===== config.mk =====
export PLATFORM = sky130hd
export DESIGN_NAME = config_broadcaster_flat
export DESIGN_NICKNAME = d
export VERILOG_FILES = /design/src/rtl/config_broadcaster_if.sv /design/src/rtl/config_broadcaster.sv /design/src/flat_wrapper.sv
export SDC_FILE = /design/constraint.sdc
export NUM_CORES = 1
export LEC_CHECK = 0
export BUFFER_PORTS_ARGS = -buffer_cell sky130_fd_sc_hd__buf_2
export CORE_ASPECT_RATIO = 1.25
export CORE_MARGIN = 3
export CORE_UTILIZATION = 25
export DETAILED_ROUTE_END_ITERATION = 7
export SLEW_MARGIN = 20
export SYNTH_ARGS = -nofsm -noshare
export SYNTH_HDL_FRONTEND = slang
export SYNTH_SLANG_ARGS = --single-unit

===== constraint.sdc =====
create_clock -name clk -period 9.44 [get_ports clk]
set_clock_uncertainty 0.2 [all_clocks]
set_input_delay 1.888 -clock clk [delete_from_list [all_inputs] [get_ports clk]]
set_output_delay 1.888 -clock clk [all_outputs]
set_load 0.01 [all_outputs]

===== src/rtl/config_broadcaster_if.sv =====
// Host table/control bus plus the outgoing reconfiguration bus
// (tracing/configId/configData) of the config broadcaster.
interface config_broadcaster_if #(
  parameter int NUM_ENTRIES     = 8,
  parameter int BYTES_PER_ENTRY = 4
);
  localparam int EW = (NUM_ENTRIES > 1) ? $clog2(NUM_ENTRIES) : 1;
  localparam int FW = $clog2(BYTES_PER_ENTRY + 1);
  localparam int NW = $clog2(NUM_ENTRIES + 1);

  logic          wr_en;
  logic [EW-1:0] wr_entry;
  logic [FW-1:0] wr_field;
  logic [7:0]    wr_data;
  logic [NW-1:0] num_entries;
  logic          start;
  logic          tracing;
  logic [7:0]    configId;
  logic [7:0]    configData;
  logic          busy;
  logic          done;

  modport master (
    output wr_en, wr_entry, wr_field, wr_data, num_entries, start,
    input  tracing, configId, configData, busy, done
  );

  modport slave (
    input  wr_en, wr_entry, wr_field, wr_data, num_entries, start,
    output tracing, configId, configData, busy, done
  );
endinterface


===== src/rtl/config_broadcaster.sv =====
// Transmit side of the instrumentation reconfiguration bus. Streams a
// host-loaded table of (target ID, firmware bytes) entries to the receivers
// while tracing is dropped, then restores tracing and pulses done.
module config_broadcaster #(
  parameter int         NUM_ENTRIES     = 8,
  parameter int         BYTES_PER_ENTRY = 4,
  parameter logic [7:0] IDLE_ID         = 8'hFF
) (
  input logic                 clk,
  input logic                 reset,
  config_broadcaster_if.slave bus
);
  localparam int EW = (NUM_ENTRIES > 1) ? $clog2(NUM_ENTRIES) : 1;
  localparam int FW = $clog2(BYTES_PER_ENTRY + 1);
  localparam int NW = $clog2(NUM_ENTRIES + 1);
  localparam int KW = (BYTES_PER_ENTRY > 1) ? $clog2(BYTES_PER_ENTRY) : 1;

  typedef enum logic [1:0] {IDLE, LEAD, SEND, GAP} state_t;

  state_t        st, st_n;
  logic [7:0]    ids [NUM_ENTRIES];
  logic [7:0]    fw  [NUM_ENTRIES][BYTES_PER_ENTRY];
  logic [EW-1:0] entry, entry_n, hit;
  logic [KW-1:0] k, k_n, wr_k;
  logic [NW-1:0] n, n_n, base;
  logic          found;
  logic          tracing_q, tracing_n, busy_q, busy_n, done_q, done_n;
  logic [7:0]    cid_q, cid_n, cdata_q, cdata_n;

  // Firmware byte slot for fields 1..BYTES_PER_ENTRY
  assign wr_k = KW'(bus.wr_field - 1'b1);

  // Table load; frozen while a reconfiguration is in flight so the stream is coherent
  always_ff @(posedge clk or posedge reset) begin
    if (reset) begin
      for (int i = 0; i < NUM_ENTRIES; i++) begin
        ids[i] <= IDLE_ID;
        for (int j = 0; j < BYTES_PER_ENTRY; j++) fw[i][j] <= '0;
      end
    end else if (bus.wr_en && !busy_q) begin
      if (bus.wr_field == '0)
        ids[bus.wr_entry] <= bus.wr_data;
      else if (bus.wr_field <= FW'(BYTES_PER_ENTRY))
        fw[bus.wr_entry][wr_k] <= bus.wr_data;
    end
  end

  // Search starts at 0 after LEAD, or just past the entry that was just sent
  assign base = (st == GAP) ? NW'(entry) + 1'b1 : '0;

  // Lookahead: first sendable entry at or after base, so skipped entries cost no cycles
  always_comb begin
    found = 1'b0;
    hit   = '0;
    for (int i = 0; i < NUM_ENTRIES; i++) begin
      if (!found && NW'(i) >= base && NW'(i) < n && ids[EW'(i)] != IDLE_ID) begin
        found = 1'b1;
        hit   = EW'(i);
      end
    end
  end

  // Next state and next (registered) bus values; defaults describe the IDLE bus
  always_comb begin
    st_n      = st;
    entry_n   = entry;
    k_n       = k;
    n_n       = n;
    tracing_n = 1'b1;
    busy_n    = 1'b0;
    done_n    = 1'b0;
    cid_n     = IDLE_ID;
    cdata_n   = '0;
    unique case (st)
      IDLE: if (bus.start) begin
        st_n      = LEAD;
        entry_n   = '0;
        n_n       = (bus.num_entries > NW'(NUM_ENTRIES)) ? NW'(NUM_ENTRIES) : bus.num_entries;
        tracing_n = 1'b0;
        busy_n    = 1'b1;
      end
      LEAD, GAP: if (found) begin
        st_n      = SEND;
        entry_n   = hit;
        k_n       = '0;
        tracing_n = 1'b0;
        busy_n    = 1'b1;
        cid_n     = ids[hit];
        cdata_n   = fw[hit][KW'(0)];
      end else begin
        st_n   = IDLE;
        done_n = 1'b1;
      end
      SEND: begin
        tracing_n = 1'b0;
        busy_n    = 1'b1;
        if (k == KW'(BYTES_PER_ENTRY - 1)) begin
          // IDLE_ID for one cycle ends the receiver's match run
          st_n = GAP;
        end else begin
          k_n     = k + 1'b1;
          cid_n   = ids[entry];
          cdata_n = fw[entry][k_n];
        end
      end
      default: st_n = IDLE;
    endcase
  end

  // State and output registers; reset puts the bus back to tracing immediately
  always_ff @(posedge clk or posedge reset) begin
    if (reset) begin
      st        <= IDLE;
      entry     <= '0;
      k         <= '0;
      n         <= '0;
      tracing_q <= 1'b1;
      cid_q     <= IDLE_ID;
      cdata_q   <= '0;
      busy_q    <= 1'b0;
      done_q    <= 1'b0;
    end else begin
      st        <= st_n;
      entry     <= entry_n;
      k         <= k_n;
      n         <= n_n;
      tracing_q <= tracing_n;
      cid_q     <= cid_n;
      cdata_q   <= cdata_n;
      busy_q    <= busy_n;
      done_q    <= done_n;
    end
  end

  assign bus.tracing    = tracing_q;
  assign bus.configId   = cid_q;
  assign bus.configData = cdata_q;
  assign bus.busy       = busy_q;
  assign bus.done       = done_q;
endmodule


===== src/flat_wrapper.sv =====
// flat-port wrapper written by rule: the top's interface ports become plain ports
module config_broadcaster_flat 
#(
  parameter int         NUM_ENTRIES     = 8,
  parameter int         BYTES_PER_ENTRY = 4,
  parameter logic [7:0] IDLE_ID         = 8'hFF
)
  (clk, reset, bus_wr_en, bus_wr_entry, bus_wr_field, bus_wr_data, bus_num_entries, bus_start, bus_tracing, bus_configId, bus_configData, bus_busy, bus_done);
  config_broadcaster_if #(.NUM_ENTRIES(NUM_ENTRIES), .BYTES_PER_ENTRY(BYTES_PER_ENTRY)) bus_i ();
  input logic clk;
  input logic reset;
  input wire logic [$bits(bus_i.wr_en)-1:0] bus_wr_en;
  input wire logic [$bits(bus_i.wr_entry)-1:0] bus_wr_entry;
  input wire logic [$bits(bus_i.wr_field)-1:0] bus_wr_field;
  input wire logic [$bits(bus_i.wr_data)-1:0] bus_wr_data;
  input wire logic [$bits(bus_i.num_entries)-1:0] bus_num_entries;
  input wire logic [$bits(bus_i.start)-1:0] bus_start;
  output wire logic [$bits(bus_i.tracing)-1:0] bus_tracing;
  output wire logic [$bits(bus_i.configId)-1:0] bus_configId;
  output wire logic [$bits(bus_i.configData)-1:0] bus_configData;
  output wire logic [$bits(bus_i.busy)-1:0] bus_busy;
  output wire logic [$bits(bus_i.done)-1:0] bus_done;
  assign bus_i.wr_en = bus_wr_en;
  assign bus_i.wr_entry = bus_wr_entry;
  assign bus_i.wr_field = bus_wr_field;
  assign bus_i.wr_data = bus_wr_data;
  assign bus_i.num_entries = bus_num_entries;
  assign bus_i.start = bus_start;
  assign bus_tracing = bus_i.tracing;
  assign bus_configId = bus_i.configId;
  assign bus_configData = bus_i.configData;
  assign bus_busy = bus_i.busy;
  assign bus_done = bus_i.done;
  config_broadcaster #(.NUM_ENTRIES(NUM_ENTRIES), .BYTES_PER_ENTRY(BYTES_PER_ENTRY), .IDLE_ID(IDLE_ID)) u_core (.clk(clk), .reset(reset), .bus(bus_i));
endmodule

==> metrics.txt <==
P_leak=4.66 nW; RSZ-0062 raised after global routing=false; Sink Count=189; Simple-Gate Fraction of Synth Area=0.0651; post-synthesis cell type count=53; DRT Pass-1 Iters=5; post-cts sizing count=0; worst-skew pair later-pin latency=440 ps; compound-gate portion of the synthesized area=0.0887; CTS clk-pin slew, worst paths=70 ps; root buffer cell=clkbuf_16; worst hold path class=reg2reg; Final Hold Viols=0; max_slew headroom=0.320; XOR/XNOR Fraction of Synth Area=0; main flop type after synthesis=dfrtp_1; Crit-path slowest cell=buf_4; vias in the first global route=5952; gr ovfl total=0; Post-synth ARST share=1.00; combinational family with the most area after synthesis=multiplexers; die height=221 um; Die X=178 um; register area share after synthesis=0.517; cells after synthesis=693; worst slew pin tran=1020 ps; hold_buf cts=0; final WL=23100 um; vias=5886; Max Root-Sink Buffers=2; Synth Net Count=718; status=complete, no violations; final slew viol count=0; Ant. Diodes=0; adder-cell share of the synthesized area=0.00406; IO Count=41; Min-Delay Endpoint=u_core.fw[242]; share of cells above drive strength 1=0.450; Die Area=39400 um^2; Yosys warnings=0; Detailed Route Iter0 Violations=446; Post-DRT Antenna Nets=0; Power Dens Cells=253 nW/um^2; first-pass GRT wire length=36600 um; GRT Overall Usage=0.121; top area cells in the synthesized netlist=dfrtp_1 (40%), mux2_2 (18%), dfstp_2 (12%); Setup CP Type=reg2reg; synthesized area=9250 um^2; Rows=78; Final period util=0.409; r2r worst-path depth=7; final total power=0.00266 W; worst-path fanout max=44; highest-count cells in the layout ignoring fill and taps=dfrtp_1 (146), mux2_2 (144), nand2_1 (45), dfstp_2 (41); Max rail drop VDD=0.129 mV; DRC=0; Synth area leader=dfrtp_1; area delta synth->final=13.5%; critical path, cell by cell=buf_4, ha_1, nor2b_1, o21bai_4, nand3_1, a41oi_2, a31oi_1; CTS tree=built; Multi-input gate area=4150 um^2; largest net degree at the start of global routing=113; flops & latches, synth=189; Port Buffer Count=40; Starting Density=0.254; # fillers=3691; nets@finish=733; max incr delay on CP=700 ps; number of synthesized flops with an enable pin=0; Critical Path RT=9540 ps; CTS H-tree lvls=4; dpl hpwl=14900 um; Worst EP arrival=3970 ps; Critical Path Start Type=flip-flop; worst reg2reg startpoint=u_core.entry[0]; Post-CTS Setup Bufs=0; Syn Area/Cell=13.3 um^2; final setup vio count=0; CP Capture Type=flip-flop; most common cell after layout, fill and taps aside=dfrtp_1; Hold Path Stages=1; FMAX=0.259 GHz; Max Cap Viol=0; placer congestion estimate=0.810; DR WL/cell=19.2 um; CTS buffer count=17; FF+latch area=4780 um^2; Hold Path Origin=u_core.fw[242]; area share of the largest cell type after synthesis=0.400; mux share of post-synthesis cell area=0.290; initial antenna violation count=6; Tmin final=3860 ps; Fin Setup TNS=0 ps; R2R setup slack=5580 ps; number of vias per cell=4.91; Reg-to-Reg End=u_core.bus.configId[6]; core region area=36400 um^2
layout make-up:
class / count / share of cell area
timing repair buffer: 46 / 0.0233
inverter: 21 / 0.00822
tap: 480 / 0.0572
sequential: 189 / 0.455
multi-input combinational: 433 / 0.395
clock buffer: 19 / 0.0431
clock inverter: 12 / 0.0175
cells in the mapped netlist, drive strengths merged, types with 2 or more instances:
cell / instances
nor3b: 2
nor3: 2
a31oi: 8
nand3b: 4
a211oi: 25
clkbuf: 25
and2: 2
mux2: 145
and3b: 2
o211ai: 2
mux2i: 15
o221ai: 10
a21o: 2
mux4: 40
or3: 2
o21ai: 21
nand2: 46
buf: 25
dfstp: 41
nand4: 8
a21oi: 14
nor2: 35
nand3: 2
o22ai: 8
or2: 3
ha: 3
inv: 21
nand2b: 4
o31ai: 8
dfrtp: 148
a41o: 8
or3b: 2
metrics by stage:
stage	util	instance area (um^2)	setup slack (ps)	hold slack, ps	instances
CTS	0.289	10500	5550	293	1200
detailed placement	0.271	9870	5320	277	1169
global route	0.289	10500	5290	317	1200
floorplan	-	9250	2280	253	693
finish	0.289	10500	5580	295	1200
global placement	0.271	9870	5420	268	1169
state kept, by name, summed over array words and instances (netlist names):
signal                 count
u_core.ids                32
u_core.fw                128
u_core.st                  2
u_core.k                   2
u_core.bus.configId        8
u_core.n                   4
u_core.bus.configData      8
u_core.bus.busy            1
u_core.bus.done            1
u_core.entry               2
u_core.bus.tracing         1
cell families (layout without fill, tap and decap cells):
family                     after synthesis  in the layout
muxes                                  200            200
DFF                                    189            189
and+or+nand+nor                        118            118
AOI/OAI and AO/OA                      112            112
buffers and inverters                   71             98
adders and majority gates                3              3
routing by layer:
layer  wire (um)  vias to the layer above  share of wire  GRT usage
li1            -                     2602              -          -
met3        1280                       44          0.055     0.0292
met1        9610                     3066           0.42      0.157
met4         453                       12          0.020     0.0388
met2       11700                      162           0.51      0.197
met5          70                        -         0.0030          0
how the worst max path moves through the flow:
stage	start	to	slack [ps]	cells past startpoint
finish	u_core.entry[0]	u_core.bus.configId[6]	5580	7
global route	u_core.entry[0]	u_core.bus.configId[6]	5290	7
CTS	u_core.entry[0]	u_core.bus.configId[6]	5550	7
detailed placement	bus_wr_field[2]	u_core.fw[159]	5320	7
global placement	bus_wr_field[2]	u_core.fw[157]	5420	7
floorplan	reset	u_core.bus.busy	2280	1
critical path: cells and delay by family, from the launching register on:
family / cells / cell delay [ps]
AOI/OAI and AO/OA: 3 / 1530
adders and majority gates: 1 / 400
buffers and inverters: 1 / 700
DFF: 1 / 340
and+or+nand+nor: 2 / 540
report_power, final:
part / leakage [nW] / total, W / switching [W] / internal (W)
Combinational: 1.93 / 0.000889 / 0.000546 / 0.000343
Clock: 0.312 / 0.000780 / 0.000321 / 0.000460
Sequential: 2.42 / 0.000991 / 0.0000593 / 0.000931
Total: 4.66 / 0.00266 / 0.000926 / 0.00173
Power figures use the tool's default switching activity.
